### config.mk
export PLATFORM = sky130hd
export DESIGN_NAME = req_arbiter_4ch
export DESIGN_NICKNAME = d
export VERILOG_FILES = /design/src/rtl/req_arbiter_4ch.sv
export SDC_FILE = /design/constraint.sdc
export NUM_CORES = 1
export LEC_CHECK = 0
export BUFFER_PORTS_ARGS = -buffer_cell sky130_fd_sc_hd__buf_4
export CORE_AREA = 5 5 48 50
export DETAILED_ROUTE_END_ITERATION = 10
export DIE_AREA = 0 0 53 55
export MAX_ROUTING_LAYER = met4
export PLACE_DENSITY = 0.79
export SETUP_SLACK_MARGIN = 0.02
export SLEW_MARGIN = 5
export SYNTH_ARGS = -nofsm -noshare
export SYNTH_HDL_FRONTEND = slang
export SYNTH_SLANG_ARGS = --single-unit
### constraint.sdc
create_clock -name clk -period 3.35 [get_ports clk]
set_clock_uncertainty 0.1 [all_clocks]
set_input_delay 0.1675 -clock clk [delete_from_list [all_inputs] [get_ports clk]]
set_output_delay 0.1675 -clock clk [all_outputs]
set_load 0.03 [all_outputs]
### src/rtl/req_arbiter_4ch.sv
`default_nettype none
// ============================================================================
// Module   : req_arbiter_4ch
// Brief    : 4-requester arbiter, fixed/round-robin, grant lock, hold
//            watchdog and one-cycle dead time between owners.
// Revision : 1.0 - initial release
// ============================================================================
module req_arbiter_4ch #(
    parameter int MAX_HOLD = 16
) (
    input  logic       clk,
    input  logic       rst,
    input  logic [3:0] REQ,
    input  logic       RR_MODE,
    input  logic       DONE,
    output logic [3:0] GNT,
    output logic [1:0] GNT_ID,
    output logic       BUSY,
    output logic       TIMEOUT
);

    localparam int CNT_W = $clog2(MAX_HOLD + 1);
    localparam logic [CNT_W-1:0] c_max_hold = CNT_W'(MAX_HOLD);
    localparam logic [CNT_W-1:0] c_one      = CNT_W'(1);

    typedef enum logic [1:0] {
        ST_IDLE  = 2'd0,
        ST_GRANT = 2'd1,
        ST_GAP   = 2'd2
    } state_t;

    state_t           r_state, w_state_nxt;
    logic [3:0]       r_gnt, w_gnt_nxt;
    logic [1:0]       r_gnt_id, w_id_nxt;
    logic [1:0]       r_last_id, w_last_nxt;
    logic [CNT_W-1:0] r_cnt, w_cnt_nxt;
    logic             r_timeout, w_to_nxt;

    logic [1:0]       w_win_fixed, w_win_rr, w_win, w_start, w_idx;
    logic             w_owner_req, w_expire, w_release;

    // Winner selection: fixed picks the highest index, RR the first set bit
    // at or after the slot following the previous owner.
    always_comb begin
        w_win_fixed = 2'd0;
        w_win_rr    = 2'd0;
        w_idx       = 2'd0;
        w_start     = r_last_id + 2'd1;
        for (int i = 0; i < 4; i++) begin
            if (REQ[i]) w_win_fixed = 2'(i);
        end
        for (int i = 3; i >= 0; i--) begin
            w_idx = w_start + 2'(i);
            if (REQ[w_idx]) w_win_rr = w_idx;
        end
        w_win = RR_MODE ? w_win_rr : w_win_fixed;
    end

    assign w_owner_req = REQ[r_gnt_id];
    assign w_expire    = (r_cnt == c_max_hold);
    assign w_release   = DONE || !w_owner_req || w_expire;

    always_comb begin
        w_state_nxt = r_state;
        w_gnt_nxt   = r_gnt;
        w_id_nxt    = r_gnt_id;
        w_last_nxt  = r_last_id;
        w_cnt_nxt   = r_cnt;
        w_to_nxt    = 1'b0;
        case (r_state)
            ST_IDLE: begin
                if (|REQ) begin
                    w_gnt_nxt   = 4'b0001 << w_win;
                    w_id_nxt    = w_win;
                    w_cnt_nxt   = c_one;
                    w_state_nxt = ST_GRANT;
                end
            end
            ST_GRANT: begin
                if (w_release) begin
                    w_gnt_nxt   = 4'b0000;
                    w_id_nxt    = 2'd0;
                    w_cnt_nxt   = '0;
                    w_last_nxt  = r_gnt_id;
                    w_state_nxt = ST_GAP;
                    // Only a pure watchdog expiry is reported as a timeout.
                    w_to_nxt    = w_expire && !DONE && w_owner_req;
                end else begin
                    w_cnt_nxt   = r_cnt + c_one;
                end
            end
            ST_GAP: begin
                w_state_nxt = ST_IDLE;
            end
            default: begin
                w_state_nxt = ST_IDLE;
                w_gnt_nxt   = 4'b0000;
                w_id_nxt    = 2'd0;
                w_cnt_nxt   = '0;
            end
        endcase
    end

    always_ff @(posedge clk or posedge rst) begin
        if (rst) begin
            r_state   <= ST_IDLE;
            r_gnt     <= 4'b0000;
            r_gnt_id  <= 2'd0;
            r_last_id <= 2'd3;
            r_cnt     <= '0;
            r_timeout <= 1'b0;
        end else begin
            r_state   <= w_state_nxt;
            r_gnt     <= w_gnt_nxt;
            r_gnt_id  <= w_id_nxt;
            r_last_id <= w_last_nxt;
            r_cnt     <= w_cnt_nxt;
            r_timeout <= w_to_nxt;
        end
    end

    assign GNT     = r_gnt;
    assign GNT_ID  = r_gnt_id;
    assign BUSY    = |r_gnt;
    assign TIMEOUT = r_timeout;

endmodule
`default_nettype wire

==> flow_metrics.tcl <==
set metrics [dict create \
    clockBufferDepth 2 \
    yosysSeqAreaShare_pct 46.5 \
    yosysTopAreaCell "dfrtp_1" \
    power.leakage_nw 0.477 \
    cts_tree "yes" \
    track_usage_pct 14.5 \
    r2r_end "GNT[3]" \
    synth_area_leaders "dfrtp_1, dfstp_2, o21ai_0" \
    h-tree-depth 1 \
    area_delta_synth_final_pct 20.9 \
    synth_mux_area_share_pct 5.19 \
    avgSynthCellArea_um2 10.4 \
    seqPwrFrac_pct 38.6 \
    path_clk_slew_ns 0.09 \
    cts_made_buffers 3 \
    cp.arrival_ns 1.94 \
    synthArstFlopShare_pct 100 \
    path_max_fanout 8 \
    r2r-start "GNT_ID[0]" \
    viasPerCell 5.62 \
    cts.sinks 16 \
    grt_pass1_wl_um 2970 \
    power_density_nw_per_um2 821 \
    synthDistinctLibCells 37 \
    drv_cap 0 \
    yosys.area_share.simple_pct 21.4 \
    r2r_cells 5 \
    p_sw_share_pct 42.6 \
    fmax_mhz 537 \
    cp-startpoint "GNT_ID[0]" \
    finalSetupTns_ns 0 \
    vdd_drop_max_mv 0.619 \
    slew_viol_final 0 \
    hpwl_um 1390 \
    start_util_pct 46.6 \
    final_nets 114 \
    hold_viol_final 0 \
    yosysWarnings 0 \
    dieArea_um2 2920 \
    drive_gt1_share_pct 30.1 \
    core_area_um2 1860 \
    die_w_um 53 \
    antenna_found_initial 0 \
    routed_wl_um 1860 \
    r2r_setup_slack_ns 1.49 \
    power.switching_uw 367 \
    required_ns 3.43 \
    root_buffer "clkbuf_4" \
    cp-endpoint "GNT[3]" \
    period_share_pct 55.6 \
    drtPass1Iterations 4 \
    internal_power_uw 494 \
    ioPinCount 16 \
    combPwrFrac_pct 49.1 \
    ctsResizeCount 0 \
    n_antenna_cell 0 \
    clock_latency_ns 0.28 \
    drc_errors 0 \
    vias 731 \
    grt_pass1_vias 692 \
    ys_top_cells_by_count "dfrtp_1, o21ai_0, inv_1" \
    synth_top_flop_cell "dfrtp_1" \
    routedWlPerCell_um 14.3 \
    drt_iter0_markers 9 \
    antenna_left 0 \
    crit_type "flip-flop to flip-flop" \
    synthAdderAreaFrac_pct 2.89 \
    fin_crit_ns 1.86 \
    ys_seq_elements 16 \
    yosysMostFrequentCell "dfrtp_1" \
    pwr-share-clk_pct 12.3 \
    overflow 0 \
    start_kind "flip-flop" \
    synth_edf_count 0 \
    synth_top_family_by_area "simple AND/OR/NAND/NOR gates" \
    grt_max_degree 17 \
    syn-cell-area_um2 867 \
    synth_cells 83 \
    worst_slew_pin_slew_ns 0.574 \
    outcome "completed" \
    num_rows 16 \
    hold_slack_ns 0.168 \
    rsz0062_at_grt "false" \
    end_kind "flip-flop" \
    gp_congestion 0.766 \
    synthesis.nets 93 \
    hold_path_class "primary input to flip-flop" \
    yosysTopAreaCellShare_pct 40.4 \
    relSlewSlack_pct 61.7 \
    setup_viol 0 \
    io_buffers 15 \
    synth_compound_area_share_pct 20.2 \
    synth_xor_area_share_pct 0 \
    die_y_um 55 \
]
==> worst min-delay path by stage <==
stage	startpoint	endpoint	slack [ns]	depth (start not counted)
floorplan	rst	GNT[0]	-0.02	1
global placement	rst	r_cnt[0]	0.16	2
detailed placement	rst	r_cnt[1]	0.16	2
CTS	RR_MODE	GNT_ID[0]	0.17	3
global route	RR_MODE	GNT_ID[0]	0.18	3
finish	RR_MODE	GNT_ID[0]	0.17	3
==> through the flow <==
step	std cells	setup slack, ns	total power, mW	instance area [µm²]	utilization, %
final	130	1.49	0.861	1050	56.3
after global routing	130	1.43	0.911	1050	56.3
after global placement	124	1.57	0.733	1000	53.8
after floorplan	83	1.41	0.624	867	-
after CTS	130	1.48	0.862	1050	56.3
after detailed placement	124	1.50	0.755	1000	53.8
==> placed cells by master (no fill, tap or decap) <==
| master | instances |
|---|---|
| or2_2 | 1 |
| a21o_2 | 1 |
| o32ai_1 | 1 |
| nor4_1 | 1 |
| o2bb2ai_1 | 3 |
| nand2b_1 | 2 |
| dfstp_2 | 2 |
| nor4b_1 | 2 |
| o21ba_2 | 1 |
| ha_1 | 2 |
| dlygate4sd3_1 | 2 |
| a21oi_1 | 2 |
| o22ai_1 | 2 |
| clkbuf_4 | 3 |
| a31oi_1 | 2 |
| nor2b_1 | 2 |
| or4_1 | 1 |
| mux4_2 | 1 |
| buf_4 | 15 |
| a31o_2 | 1 |
| nor2_1 | 4 |
| or3_1 | 1 |
| nand2_4 | 1 |
| mux2_2 | 2 |
| nor3b_1 | 1 |
| clkbuf_1 | 1 |
| a211oi_1 | 1 |
| dfrtp_1 | 14 |
| a21o_1 | 1 |
| nand2b_2 | 1 |
| nor3_1 | 3 |
| nor2_2 | 1 |
| nand2_1 | 5 |
| nand3_1 | 2 |
| a22o_1 | 2 |
| nand4bb_1 | 1 |
| inv_1 | 6 |
| and3b_4 | 1 |
| o21ai_0 | 7 |
| a32o_1 | 1 |
==> registers in the layout (all words and copies together) (netlist names) <==
signal	cells
GNT	4
r_cnt	5
r_last_id	2
GNT_ID	2
r_state	2
TIMEOUT	1
==> metal layers <==
metal / vias up / GRT usage (%) / routed length [µm]
li1: 355 / - / -
met1: 351 / 17.5 / 854
met2: 21 / 22.9 / 901
met3: 4 / 2.95 / 77
met4: 0 / 8.09 / 24
met5: - / - / 0
==> critical path, cell delays in order (launching register included) <==
cell and delay [ns]:
dfrtp_1 0.42, mux4_2 0.53, and3b_4 0.20, nand2b_2 0.16, nand2_4 0.10, a22o_1 0.24
==> power groups by stage <==
stage               Clock [mW]  Sequential, mW  Combinational (mW)
CTS                      0.105           0.332               0.426
finish                   0.106           0.332               0.423
floorplan                    0           0.372               0.252
global placement             0           0.327               0.406
detailed placement           0           0.333               0.422
global route             0.116           0.342               0.453
==> cells by family after synthesis <==
kind of cell    after synthesis
compound gates               25
fa+ha+maj                     2
mux                           3
buf+inv                       7
simple gates                 30
flops                        16
==> area by class of cell <==
class	instances	area [µm²]
Inverter	6	22.5
Multi-Input combinational cell	60	430
Sequential cell	16	403
Clock buffer	4	26.3
Tap cell	27	33.8
Fill cell	171	813
Timing Repair Buffer	17	133
==> what timing repair did <==
action                                 CTS  global route
endpoints found under the hold margin   15             0
hold buffers                             2             0
buffers inserted                         0             0
Note: power is estimated with default switching activity, not from simulation.
